===== config.mk =====
export PLATFORM = sky130hd
export DESIGN_NAME = sram_axi_arbiter
export DESIGN_NICKNAME = d
export VERILOG_FILES = /design/src/rtl/sram_axi_arbiter.sv
export SDC_FILE = /design/constraint.sdc
export NUM_CORES = 1
export LEC_CHECK = 0
export BUFFER_PORTS_ARGS = -buffer_cell sky130_fd_sc_hd__buf_2
export CAP_MARGIN = 5
export CORE_AREA = 2 2 161 163
export DETAILED_ROUTE_END_ITERATION = 8
export DIE_AREA = 0 0 163 165
export HOLD_SLACK_MARGIN = 0.12
export SLEW_MARGIN = 0
export SYNTH_ARGS = -nofsm -noshare
export SYNTH_HDL_FRONTEND = slang
export SYNTH_SLANG_ARGS = --single-unit

===== constraint.sdc =====
create_clock -name clk -period 5.2 [get_ports clk]
set_input_delay 0.26 -clock clk [delete_from_list [all_inputs] [get_ports clk]]
set_output_delay 0.26 -clock clk [all_outputs]
set_load 0.05 [all_outputs]

===== src/rtl/sram_axi_arbiter.sv =====
// sram_axi_arbiter: NUM_PORT SRAM-like request ports onto one AXI3 master.
// Independent round-robin read and write channels, one transaction each.
module sram_axi_arbiter #(
  parameter int NUM_PORT = 2,
  parameter int ADDR_W   = 32,
  parameter int DATA_W   = 32
) (
  input  logic                         clk,
  input  logic                         reset,
  input  logic [NUM_PORT-1:0]          p_req,
  input  logic [NUM_PORT-1:0]          p_wr,
  input  logic [3*NUM_PORT-1:0]        p_size,
  input  logic [8*NUM_PORT-1:0]        p_len,
  input  logic [ADDR_W*NUM_PORT-1:0]   p_addr,
  input  logic [DATA_W/8*NUM_PORT-1:0] p_wstrb,
  input  logic [DATA_W*NUM_PORT-1:0]   p_wdata,
  output logic [NUM_PORT-1:0]          p_addr_ok,
  output logic [NUM_PORT-1:0]          p_wnext,
  output logic [NUM_PORT-1:0]          p_data_ok,
  output logic [NUM_PORT-1:0]          p_last,
  output logic [NUM_PORT-1:0]          p_err,
  output logic [DATA_W-1:0]            p_rdata,
  output logic [3:0]                   arid,
  output logic [ADDR_W-1:0]            araddr,
  output logic [7:0]                   arlen,
  output logic [2:0]                   arsize,
  output logic [1:0]                   arburst,
  output logic [1:0]                   arlock,
  output logic [3:0]                   arcache,
  output logic [2:0]                   arprot,
  output logic                         arvalid,
  input  logic                         arready,
  input  logic [3:0]                   rid,
  input  logic [DATA_W-1:0]            rdata,
  input  logic [1:0]                   rresp,
  input  logic                         rlast,
  input  logic                         rvalid,
  output logic                         rready,
  output logic [3:0]                   awid,
  output logic [ADDR_W-1:0]            awaddr,
  output logic [7:0]                   awlen,
  output logic [2:0]                   awsize,
  output logic [1:0]                   awburst,
  output logic [1:0]                   awlock,
  output logic [3:0]                   awcache,
  output logic [2:0]                   awprot,
  output logic                         awvalid,
  input  logic                         awready,
  output logic [3:0]                   wid,
  output logic [DATA_W-1:0]            wdata,
  output logic [DATA_W/8-1:0]          wstrb,
  output logic                         wlast,
  output logic                         wvalid,
  input  logic                         wready,
  input  logic [3:0]                   bid,
  input  logic [1:0]                   bresp,
  input  logic                         bvalid,
  output logic                         bready
);
  localparam int SW = DATA_W / 8;
  localparam int IW = (NUM_PORT > 1) ? $clog2(NUM_PORT) : 1;

  localparam logic [1:0] R_IDLE = 2'd0;
  localparam logic [1:0] R_AR   = 2'd1;
  localparam logic [1:0] R_DATA = 2'd2;
  localparam logic [1:0] W_IDLE = 2'd0;
  localparam logic [1:0] W_AW   = 2'd1;
  localparam logic [1:0] W_DATA = 2'd2;
  localparam logic [1:0] W_RESP = 2'd3;

  function automatic logic [IW-1:0] wrap(input logic [IW-1:0] base, input int k);
    int s;
    s = int'(base) + k;
    if (s >= NUM_PORT) s = s - NUM_PORT;
    return IW'(s);
  endfunction

  function automatic logic [IW-1:0] next_rr(input logic [IW-1:0] o);
    return (int'(o) == NUM_PORT - 1) ? '0 : o + 1'b1;
  endfunction

  logic [1:0]          rstate_q, rstate_d, wstate_q, wstate_d;
  logic [IW-1:0]       rowner_q, rowner_d, wowner_q, wowner_d;
  logic [IW-1:0]       rr_rd_q, rr_rd_d, rr_wr_q, rr_wr_d;
  logic [ADDR_W-1:0]   raddr_q, raddr_d, waddr_q, waddr_d;
  logic [7:0]          rlen_q, rlen_d, wlen_q, wlen_d, wcnt_q, wcnt_d;
  logic [2:0]          rsize_q, rsize_d, wsize_q, wsize_d;
  logic [NUM_PORT-1:0] wpend_q, wpend_d;
  logic [NUM_PORT-1:0] aok_q, aok_d, dok_q, dok_d;
  logic [NUM_PORT-1:0] last_q, last_d, err_q, err_d;
  logic [DATA_W-1:0]   rdata_q, rdata_d;
  logic [NUM_PORT-1:0] rd_elig, wr_elig;
  logic [NUM_PORT-1:0] rd_aok, rd_dok, rd_last, rd_err;
  logic [NUM_PORT-1:0] wr_aok, wr_dok, wr_last, wr_err, wr_next;
  logic                rd_hit, wr_hit;
  logic [IW-1:0]       rd_pick, wr_pick;
  logic                unused_ids;

  assign unused_ids = ^{rid, bid};
  assign rd_elig = p_req & ~p_wr & ~wpend_q;
  assign wr_elig = p_req & p_wr;

  // Round-robin pick: first eligible port at or after the pointer.
  always_comb begin
    rd_hit  = 1'b0;
    rd_pick = rr_rd_q;
    wr_hit  = 1'b0;
    wr_pick = rr_wr_q;
    for (int k = 0; k < NUM_PORT; k++) begin
      if (!rd_hit && rd_elig[wrap(rr_rd_q, k)]) begin
        rd_hit  = 1'b1;
        rd_pick = wrap(rr_rd_q, k);
      end
      if (!wr_hit && wr_elig[wrap(rr_wr_q, k)]) begin
        wr_hit  = 1'b1;
        wr_pick = wrap(rr_wr_q, k);
      end
    end
  end

  // Read channel FSM; beats are routed by latched owner, not rid.
  always_comb begin
    rstate_d = rstate_q;
    rowner_d = rowner_q;
    raddr_d  = raddr_q;
    rlen_d   = rlen_q;
    rsize_d  = rsize_q;
    rr_rd_d  = rr_rd_q;
    rd_aok   = '0;
    rd_dok   = '0;
    rd_last  = '0;
    rd_err   = '0;
    case (rstate_q)
      R_IDLE: if (rd_hit) begin
        rowner_d = rd_pick;
        raddr_d  = p_addr[rd_pick*ADDR_W +: ADDR_W];
        rlen_d   = p_len[rd_pick*8 +: 8];
        rsize_d  = p_size[rd_pick*3 +: 3];
        rstate_d = R_AR;
      end
      R_AR: if (arready) begin
        rd_aok[rowner_q] = 1'b1;
        rstate_d = R_DATA;
      end
      R_DATA: if (rvalid) begin
        rd_dok[rowner_q]  = 1'b1;
        rd_last[rowner_q] = rlast;
        rd_err[rowner_q]  = (rresp != 2'b00);
        if (rlast) begin
          rstate_d = R_IDLE;
          rr_rd_d  = next_rr(rowner_q);
        end
      end
      default: rstate_d = R_IDLE;
    endcase
  end

  // Write channel FSM; wpend blocks the owner's reads until B returns.
  always_comb begin
    wstate_d = wstate_q;
    wowner_d = wowner_q;
    waddr_d  = waddr_q;
    wlen_d   = wlen_q;
    wsize_d  = wsize_q;
    wcnt_d   = wcnt_q;
    rr_wr_d  = rr_wr_q;
    wpend_d  = wpend_q;
    wr_aok   = '0;
    wr_dok   = '0;
    wr_last  = '0;
    wr_err   = '0;
    wr_next  = '0;
    case (wstate_q)
      W_IDLE: if (wr_hit) begin
        wowner_d = wr_pick;
        waddr_d  = p_addr[wr_pick*ADDR_W +: ADDR_W];
        wlen_d   = p_len[wr_pick*8 +: 8];
        wsize_d  = p_size[wr_pick*3 +: 3];
        wstate_d = W_AW;
      end
      W_AW: if (awready) begin
        wr_aok[wowner_q]  = 1'b1;
        wpend_d[wowner_q] = 1'b1;
        wcnt_d   = '0;
        wstate_d = W_DATA;
      end
      W_DATA: if (wready) begin
        wr_next[wowner_q] = 1'b1;
        if (wcnt_q == wlen_q) wstate_d = W_RESP;
        else wcnt_d = wcnt_q + 8'd1;
      end
      default: if (bvalid) begin
        wr_dok[wowner_q]  = 1'b1;
        wr_last[wowner_q] = 1'b1;
        wr_err[wowner_q]  = (bresp != 2'b00);
        wpend_d[wowner_q] = 1'b0;
        rr_wr_d  = next_rr(wowner_q);
        wstate_d = W_IDLE;
      end
    endcase
  end

  // Merge per-channel pulses into the registered port outputs.
  always_comb begin
    aok_d   = rd_aok | wr_aok;
    dok_d   = rd_dok | wr_dok;
    last_d  = rd_last | wr_last;
    err_d   = rd_err | wr_err;
    rdata_d = (rstate_q == R_DATA && rvalid) ? rdata : rdata_q;
  end

  // Read channel state.
  always_ff @(posedge clk or posedge reset) begin
    if (reset) begin
      rstate_q <= R_IDLE;
      rowner_q <= '0;
      raddr_q  <= '0;
      rlen_q   <= '0;
      rsize_q  <= '0;
      rr_rd_q  <= '0;
    end else begin
      rstate_q <= rstate_d;
      rowner_q <= rowner_d;
      raddr_q  <= raddr_d;
      rlen_q   <= rlen_d;
      rsize_q  <= rsize_d;
      rr_rd_q  <= rr_rd_d;
    end
  end

  // Write channel state.
  always_ff @(posedge clk or posedge reset) begin
    if (reset) begin
      wstate_q <= W_IDLE;
      wowner_q <= '0;
      waddr_q  <= '0;
      wlen_q   <= '0;
      wsize_q  <= '0;
      wcnt_q   <= '0;
      rr_wr_q  <= '0;
      wpend_q  <= '0;
    end else begin
      wstate_q <= wstate_d;
      wowner_q <= wowner_d;
      waddr_q  <= waddr_d;
      wlen_q   <= wlen_d;
      wsize_q  <= wsize_d;
      wcnt_q   <= wcnt_d;
      rr_wr_q  <= rr_wr_d;
      wpend_q  <= wpend_d;
    end
  end

  // Registered port-side pulses and read data.
  always_ff @(posedge clk or posedge reset) begin
    if (reset) begin
      aok_q   <= '0;
      dok_q   <= '0;
      last_q  <= '0;
      err_q   <= '0;
      rdata_q <= '0;
    end else begin
      aok_q   <= aok_d;
      dok_q   <= dok_d;
      last_q  <= last_d;
      err_q   <= err_d;
      rdata_q <= rdata_d;
    end
  end

  assign p_addr_ok = aok_q;
  assign p_data_ok = dok_q;
  assign p_last    = last_q;
  assign p_err     = err_q;
  assign p_rdata   = rdata_q;
  assign p_wnext   = wr_next;

  assign arid    = 4'(rowner_q);
  assign araddr  = raddr_q;
  assign arlen   = rlen_q;
  assign arsize  = rsize_q;
  assign arburst = 2'b01;
  assign arlock  = 2'b00;
  assign arcache = 4'b0000;
  assign arprot  = 3'b000;
  assign arvalid = (rstate_q == R_AR);
  assign rready  = (rstate_q == R_DATA);

  assign awid    = 4'(wowner_q);
  assign awaddr  = waddr_q;
  assign awlen   = wlen_q;
  assign awsize  = wsize_q;
  assign awburst = 2'b01;
  assign awlock  = 2'b00;
  assign awcache = 4'b0000;
  assign awprot  = 3'b000;
  assign awvalid = (wstate_q == W_AW);
  assign wid     = 4'(wowner_q);
  assign wvalid  = (wstate_q == W_DATA);
  assign wdata   = wvalid ? p_wdata[wowner_q*DATA_W +: DATA_W] : '0;
  assign wstrb   = wvalid ? p_wstrb[wowner_q*SW +: SW] : '0;
  assign wlast   = wvalid && (wcnt_q == wlen_q);
  assign bready  = (wstate_q == W_RESP);

endmodule

==> results.json, run 1 <==
{
  "status": "finished clean",
  "seq_area_frac_synth_pct": 48.88,
  "root_buffer": "clkbuf_16",
  "max_freq_mhz": 329.2,
  "p_switching_mw": 4.298,
  "io_pins": 418,
  "hold_viol_final": 0,
  "drc": 0,
  "path_cells": "inv_1 > ha_1 > inv_2 > nor3_1 > buf_2",
  "insertion_delay_ps": 420,
  "timing.final.crit_share_pct": 58.41,
  "area_growth_pct": 42.36,
  "hpwl_mm": 17.32,
  "crit_path_end_kind": "primary output",
  "netlist_area_mm2": 0.007372,
  "hold_ws_ps": 141.6,
  "rows": 58,
  "p_comb_share_pct": 58.0,
  "antenna_found_initial": 1,
  "post-cts-setup-buffer-count": 0,
  "routed_wl_mm": 24.06,
  "floorplan.initialDensity_pct": 29.45,
  "peakVddDrop_mv": 0.3391,
  "fin_crit_ps": 3037,
  "tritoncts": "done",
  "rsz0062_at_grt": "false",
  "worst-endpoint-arrival_ps": 2780,
  "maxCapViolations": 0,
  "synth_async_sr_flop_share_pct": 100.0,
  "hold_class": "primary input to flop",
  "synth.distinct_cells": 45,
  "crit_family": "buffers and inverters",
  "dr.pass1.iters": 4,
  "p_sw_share_pct": 54.62,
  "setup_tns_ps": 0,
  "crit_slowest_cell": "nor3_1",
  "numPortBuffers": 378,
  "fp.dieH_um": 165,
  "critPathMaxFanout": 39,
  "drtIter0Drc": 280,
  "worst_slew_pin_slew_ps": 909.9,
  "clock_sinks": 144,
  "synth_edf_count": 0,
  "power.density_mw_per_mm2": 749.6,
  "fp.dieW_um": 163,
  "design.core.area_mm2": 0.02504,
  "num-nets-final": 1398,
  "setup_viol": 0,
  "h-tree-depth": 4,
  "finClkSkew_ps": 17.20,
  "avgRoutedWirePerCell_um": 15.80,
  "slew_headroom_pct": 39.34,
  "fillers": 2497,
  "worst_path_largest_cell_delay_ps": 520,
  "pwr-share-clk_pct": 17.0,
  "drt-vias-per-instance": 4.519,
  "maxSlewViolCount": 0,
  "syn-instance-count": 781,
  "ys_ff_latch": 144,
  "cp_num_buf_inv": 3,
  "ys.flop_type": "dfrtp_1",
  "clockBufferDepth": 2,
  "pwr-share-seq_pct": 25.0,
  "power.leakage_nw": 5.778,
  "p_int_mw": 3.570,
  "gp_congestion": 0.7888,
  "required_ps": 4940,
  "dr_total_vias": 6883,
  "track_usage_pct": 17.06,
  "clkTransAtPathRegs_ps": 60,
  "postRouteAntennaNets": 0,
  "grt.overflow.total": 0,
  "yosys_warnings": 0,
  "grt_pass1_vias": 6708,
  "dieArea_mm2": 0.02690,
  "grt_max_degree": 89,
  "grt_pass1_wl_mm": 35.67,
  "drive_gt1_share_pct": 36.44,
  "syn_avg_cell_area_um2": 9.439,
  "crit_type": "flop to primary output",
  "cp-start-kind": "flop",
  "cts_inserted_buffers": 17
}
-- metrics by stage --
stage / instances / total power [mW] / utilization (%) / area, µm² / setup WS [ps]
final: 1523 / 7.868 / 41.92 / 10500 / 2163
after detailed placement: 1444 / 6.544 / 37.54 / 9399 / 2321
after global routing: 1521 / 8.328 / 41.90 / 10490 / 1923
after floorplan: 810 / 5.487 / - / 7481 / 1074
after global placement: 1444 / 6.491 / 37.54 / 9399 / 2384
after CTS: 1521 / 7.951 / 41.90 / 10490 / 2127
-- worst min-delay path, delay by kind of cell --
kind	cells	cell delay [ps]
AO/OA/AOI/OAI	1	110
buffers and inverters	1	80
multiplexers	1	60
-- final cells by class --
type                            count  area (µm²)  share of cell area (%)
Sequential cell                   144        3605                   34.35
Clock inverter                     14       205.2                   1.955
Antenna cell                        2       5.005                 0.04769
Timing Repair Buffer              432        2412                   22.99
Tap cell                          330       412.9                   3.934
Clock buffer                       17       425.4                   4.053
Multi-Input combinational cell    576        3395                   32.34
Inverter                            8       35.03                  0.3338
-- power by group through the flow --
stage	logic, mW	clock network (mW)	registers, mW
3_3_place_gp	4.52	0	1.97
6_report	4.56	1.34	1.97
5_1_grt	4.86	1.43	2.03
2_1_floorplan	2.04	0	3.45
4_1_cts	4.60	1.38	1.97
3_5_place_dp	4.57	0	1.98
-- path summary, 6_finish.rpt --
kind	from	to	slack, ps	cells after the start
max in group asynchronous	reset	wowner_q	3740	4
min in group asynchronous	reset	awaddr[16]	340	3
setup reg to reg	flop	arlen[6]	2190	6
hold / removal	p_addr[30]	araddr[30]	140	3
hold reg to reg	p_rdata[30]	p_rdata[30]	470	2
setup / recovery	wstate_q[0]	wlast	2160	5
-- cell families (layout without fill, tap and decap cells) --
family          after synthesis  count (layout)  synth area share [%]
simple gates                288             288                 16.06
flops                       144             144                 48.88
mux                         127             127                 17.33
compound gates              116             116                 8.571
buf+inv                      90             471                 7.026
xor+xnor                      8               8                 1.052
fa+ha+maj                     6               6                0.9844
other cells                   2              33                0.1019
-- cell usage in the layout (no fill, tap or decap), types with 3 or more instances in the layout --
cell,Yosys,routed
conb_1,2,31
dfrtp_1,144,143
xnor2_1,7,7
nor2_1,45,45
inv_6,0,5
clkinv_4,0,3
mux2i_1,122,122
nand2_1,207,206
or4_1,4,4
nor2b_1,3,3
inv_1,7,6
a21oi_1,4,4
ha_1,5,5
buf_2,12,378
dlygate4sd3_1,0,46
o22ai_1,4,4
a31oi_1,4,3
nand3_1,12,12
o211ai_1,5,5
bufinv_16,0,4
nand4_1,3,3
buf_4,42,8
o21ai_1,8,7
mux2_2,4,4
clkbuf_16,0,17
o21ai_0,83,83
and2_1,3,3
-- sequential cells by signal (all words and copies together) (netlist names), 3 cells and up, named ones only --
register	count
awsize	3
awlen	8
awaddr	32
wcnt_q	8
p_rdata	32
arlen	8
araddr	32
arsize	3
-- cell usage after synthesis, drive strengths merged (3+ instances only) --
| cell type | instances | area [µm²] |
|---|---|---|
| dfrtp | 144 | 3603 |
| o21ai | 91 | 455.4 |
| o211ai | 5 | 37.54 |
| nand3 | 12 | 60.06 |
| nor2 | 46 | 175.2 |
| nor2b | 3 | 18.77 |
| nand2 | 207 | 777.0 |
| mux2i | 122 | 1221 |
| nand4 | 5 | 43.79 |
| a21oi | 4 | 20.02 |
| ha | 5 | 62.56 |
| inv | 8 | 30.03 |
| buf | 56 | 390.4 |
| xnor2 | 8 | 77.58 |
| a31oi | 4 | 25.02 |
| clkbuf | 26 | 97.59 |
| mux2 | 5 | 56.30 |
| or4 | 4 | 30.03 |
| and2 | 3 | 18.77 |
| o22ai | 4 | 25.02 |
-- timing repair --
action	in CTS	in global routing
resized for setup	0	0
endpoints found under the hold margin	67	0
hold buffers	46	0
-- metal layers --
metal  routed length (µm)  vias to the layer above  global-route usage [%]
met5                    0                        -                       0
met3                 2238                       15                   5.876
met4                  213                        0                   4.425
met1                 9671                     3210                   19.78
li1                     -                     3366                       -
met2                11940                      292                   30.10
(Power assumes the default switching activity.)
==> run 2: changes to the inputs <==
ABC_AREA = 1   (was not set)
clock period = 3 ns   (was 5.2 ns; I/O delays follow)
==> run 2 against run 1 <==
Area after synthesis increased by 6.7%. Global-route usage grew 4.6 points. Critical endpoint is now araddr[9]. Largest cell class is now non-clock buffers. Synthesized cell count is 39% higher. Sequential power rose by 66%. Combinational power rose by 84%. Flip-flop and latch count unchanged. Utilization grew 6.4 points. Clock skew is 9.5 ps lower. Clock power up 60%. Via count grew 26%.
==> results.json, run 2 <==
{
  "synth.top_cell.area_share_pct": 45.80,
  "worst-endpoint-arrival_ps": 2890,
  "place_area_mm2": 0.009950,
  "worst_slew_pin_slew_ps": 857.7,
  "grt.overflow.total": 0,
  "peakVddDrop_mv": 0.6411,
  "clkTransAtPathRegs_ps": 70,
  "slew_headroom_pct": 42.46,
  "grt_pass1_vias": 8537,
  "hp-start": "p_addr[38]",
  "fin_crit_ps": 2535,
  "syn-instance-count": 1088,
  "synthTopCellsByCount": "nand2_1 (484), dfrtp_1 (144), o21ai_0 (96), nor2_1 (87), inv_1 (65)",
  "clock_sinks": 144,
  "hold_class": "primary input to flop",
  "dp_slack_ps": 843.3,
  "utilization_pct": 48.29,
  "fin_cells": 1944,
  "antenna_found_initial": 2,
  "synth_most_common_cell": "nand2_1",
  "r2r-end": "araddr[9]",
  "worstRegToRegCells": 9,
  "maxCapViolations": 0,
  "hold_viol_final": 0,
  "required_ps": 3360,
  "gp_congestion": 0.8476,
  "r2r_slack_ps": 460,
  "io_pins": 418,
  "power.leakage_nw": 6.854,
  "dieArea_mm2": 0.02690,
  "rows": 58,
  "setup_tns_ps": 0,
  "dr.pass1.iters": 5,
  "avgRoutedWirePerCell_um": 15.19,
  "ctsResizeCount": 0,
  "finClkSkew_ps": 7.665,
  "setup_viol": 0,
  "drtIter0Drc": 414,
  "synth_top_area_cell": "dfrtp_1",
  "drt-vias-per-instance": 4.456,
  "status": "finished clean",
  "fin_ws_ps": 464.9,
  "h-tree-depth": 4,
  "timing.final.crit_share_pct": 84.50,
  "mostFrequentLayoutCells": "nand2_1 (483), buf_2 (378), dlygate4sd3_1 (155), dfrtp_1 (144), o21ai_0 (96)",
  "critPathMaxFanout": 25,
  "track_usage_pct": 21.70,
  "min_to": "awaddr[6]",
  "netlist_area_mm2": 0.007868,
  "syn_avg_cell_area_um2": 7.231,
  "floorplan.initialDensity_pct": 31.42,
  "final_common_cell": "nand2_1",
  "numPortBuffers": 378,
  "postRouteAntennaNets": 0,
  "post-cts-setup-buffer-count": 0,
  "power.density_mw_per_mm2": 1142,
  "place_inst": 1755,
  "rsz0062_at_grt": "false",
  "seq_area_frac_synth_pct": 45.80,
  "num-nets-final": 1818,
  "root_buffer": "clkbuf_16",
  "hpwl_mm": 20.30,
  "drc": 0,
  "design.core.area_mm2": 0.02504,
  "multi_input_area_mm2": 0.003590,
  "crit_type": "flop to flop",
  "insertion_delay_ps": 420,
  "fp.dieH_um": 165,
  "ys.flop_type": "dfrtp_1",
  "grt_max_degree": 87,
  "tritoncts": "done",
  "max_freq_mhz": 394.5,
  "dr_total_vias": 8662,
  "synthTopCellsByArea": "dfrtp_1 (46%), nand2_1 (23%), o21ai_0 (6.1%)",
  "ys_ff_latch": 144,
  "fillers": 2472,
  "yosys_warnings": 0,
  "clockBufferDepth": 2,
  "fp.dieW_um": 163,
  "grt_pass1_wl_mm": 44.91,
  "cp-start-kind": "flop",
  "seqCellArea_mm2": 0.003603,
  "routed_wl_mm": 29.53,
  "cts_inserted_buffers": 17,
  "design_area_mm2": 0.01209,
  "area_growth_pct": 53.66,
  "ctsHoldBuffers": 155,
  "crit_path_end_kind": "flop",
  "maxSlewViolCount": 0,
  "synth_async_sr_flop_share_pct": 100.0,
  "synth_edf_count": 0,
  "whs_path_depth": 5,
  "drive_gt1_share_pct": 30.54,
  "synth.distinct_cells": 34
}
[run 2: cell count changes in the layout (fill, tap and decap cells not counted), sizes merged, moves of 5 or more]
cell / previous run / this run
mux2: 5 / 0
o211ai: 5 / 0
nor2: 46 / 90
dlygate4sd3: 46 / 155
buf: 386 / 397
nand3: 12 / 18
nand2: 207 / 511
mux2i: 122 / 0
inv: 13 / 72
o21ai: 91 / 137
[run 2: worst max path at each step]
stage	start	end	slack, ps	depth (start not counted)
finish	flop	araddr[9]	460	9
global route	flop	araddr[9]	280	9
CTS	flop	arlen[4]	500	9
detailed placement	flop	araddr[28]	840	8
global placement	flop	araddr[24]	880	8
floorplan	wstate_q[0]	p_wnext[0]	400	5
[run 2: power by group]
group,switching (mW),total (mW),leakage [nW],internal [mW]
Combinational,6.30,8.40,4.75,2.10
Clock,0.906,2.14,0.271,1.24
Sequential,0.495,3.27,1.83,2.77
[run 2: logic make-up (layout without fill, tap and decap cells)]
| kind of cell | after synthesis | in the layout | share of synthesized area [%] |
|---|---|---|---|
| xor gates and xnor gates | 6 | 6 | 0.6679 |
| adders and majority gates | 5 | 5 | 0.7952 |
| buffers and inverters | 157 | 651 | 10.15 |
| and+or+nand+nor | 630 | 630 | 31.77 |
| DFF | 144 | 144 | 45.80 |
| other | 2 | 34 | 0.09546 |
| AOI/OAI and AO/OA | 144 | 144 | 10.72 |
[run 2: routing by layer]
| layer | wire (µm) | share of wire [%] | global-route usage (%) | vias to the layer above |
|---|---|---|---|---|
| met5 | 0 | 0 | 0 | - |
| met4 | 1112 | 3.8 | 10.34 | 0 |
| li1 | - | - | - | 4323 |
| met3 | 2342 | 7.9 | 6.755 | 66 |
| met1 | 11400 | 39 | 24.11 | 3919 |
| met2 | 14670 | 50 | 37.89 | 354 |
[run 2: area by class of cell]
class / instances / share of cell area [%]
Inverter: 68 / 2.142
Tap cell: 330 / 3.415
Clock inverter: 13 / 1.252
Multi-Input combinational cell: 816 / 29.69
Timing Repair Buffer: 552 / 30.08
Clock buffer: 18 / 3.550
Sequential cell: 144 / 29.81
Antenna cell: 3 / 0.06210
[run 2: through the flow]
| step | hold WS, ps | power [mW] |
|---|---|---|
| 2_1_floorplan | 236.3 | 9.245 |
| 3_3_place_gp | 309.1 | 11.21 |
| 3_5_place_dp | 306.4 | 11.29 |
| 4_1_cts | 122.5 | 13.89 |
| 5_1_grt | 142.2 | 14.67 |
| 6_report | 136.0 | 13.81 |
[run 2: worst max-delay path, cell delays in order (launching register included)]
cell and delay (ps):
dfrtp_1 380, nor2_1 100, nand2_1 100, o21ai_4 700, buf_12 290, nand2_2 70, o21ai_2 60, dlygate4sd3_1 590
nand2_1 70, nand2_1 90
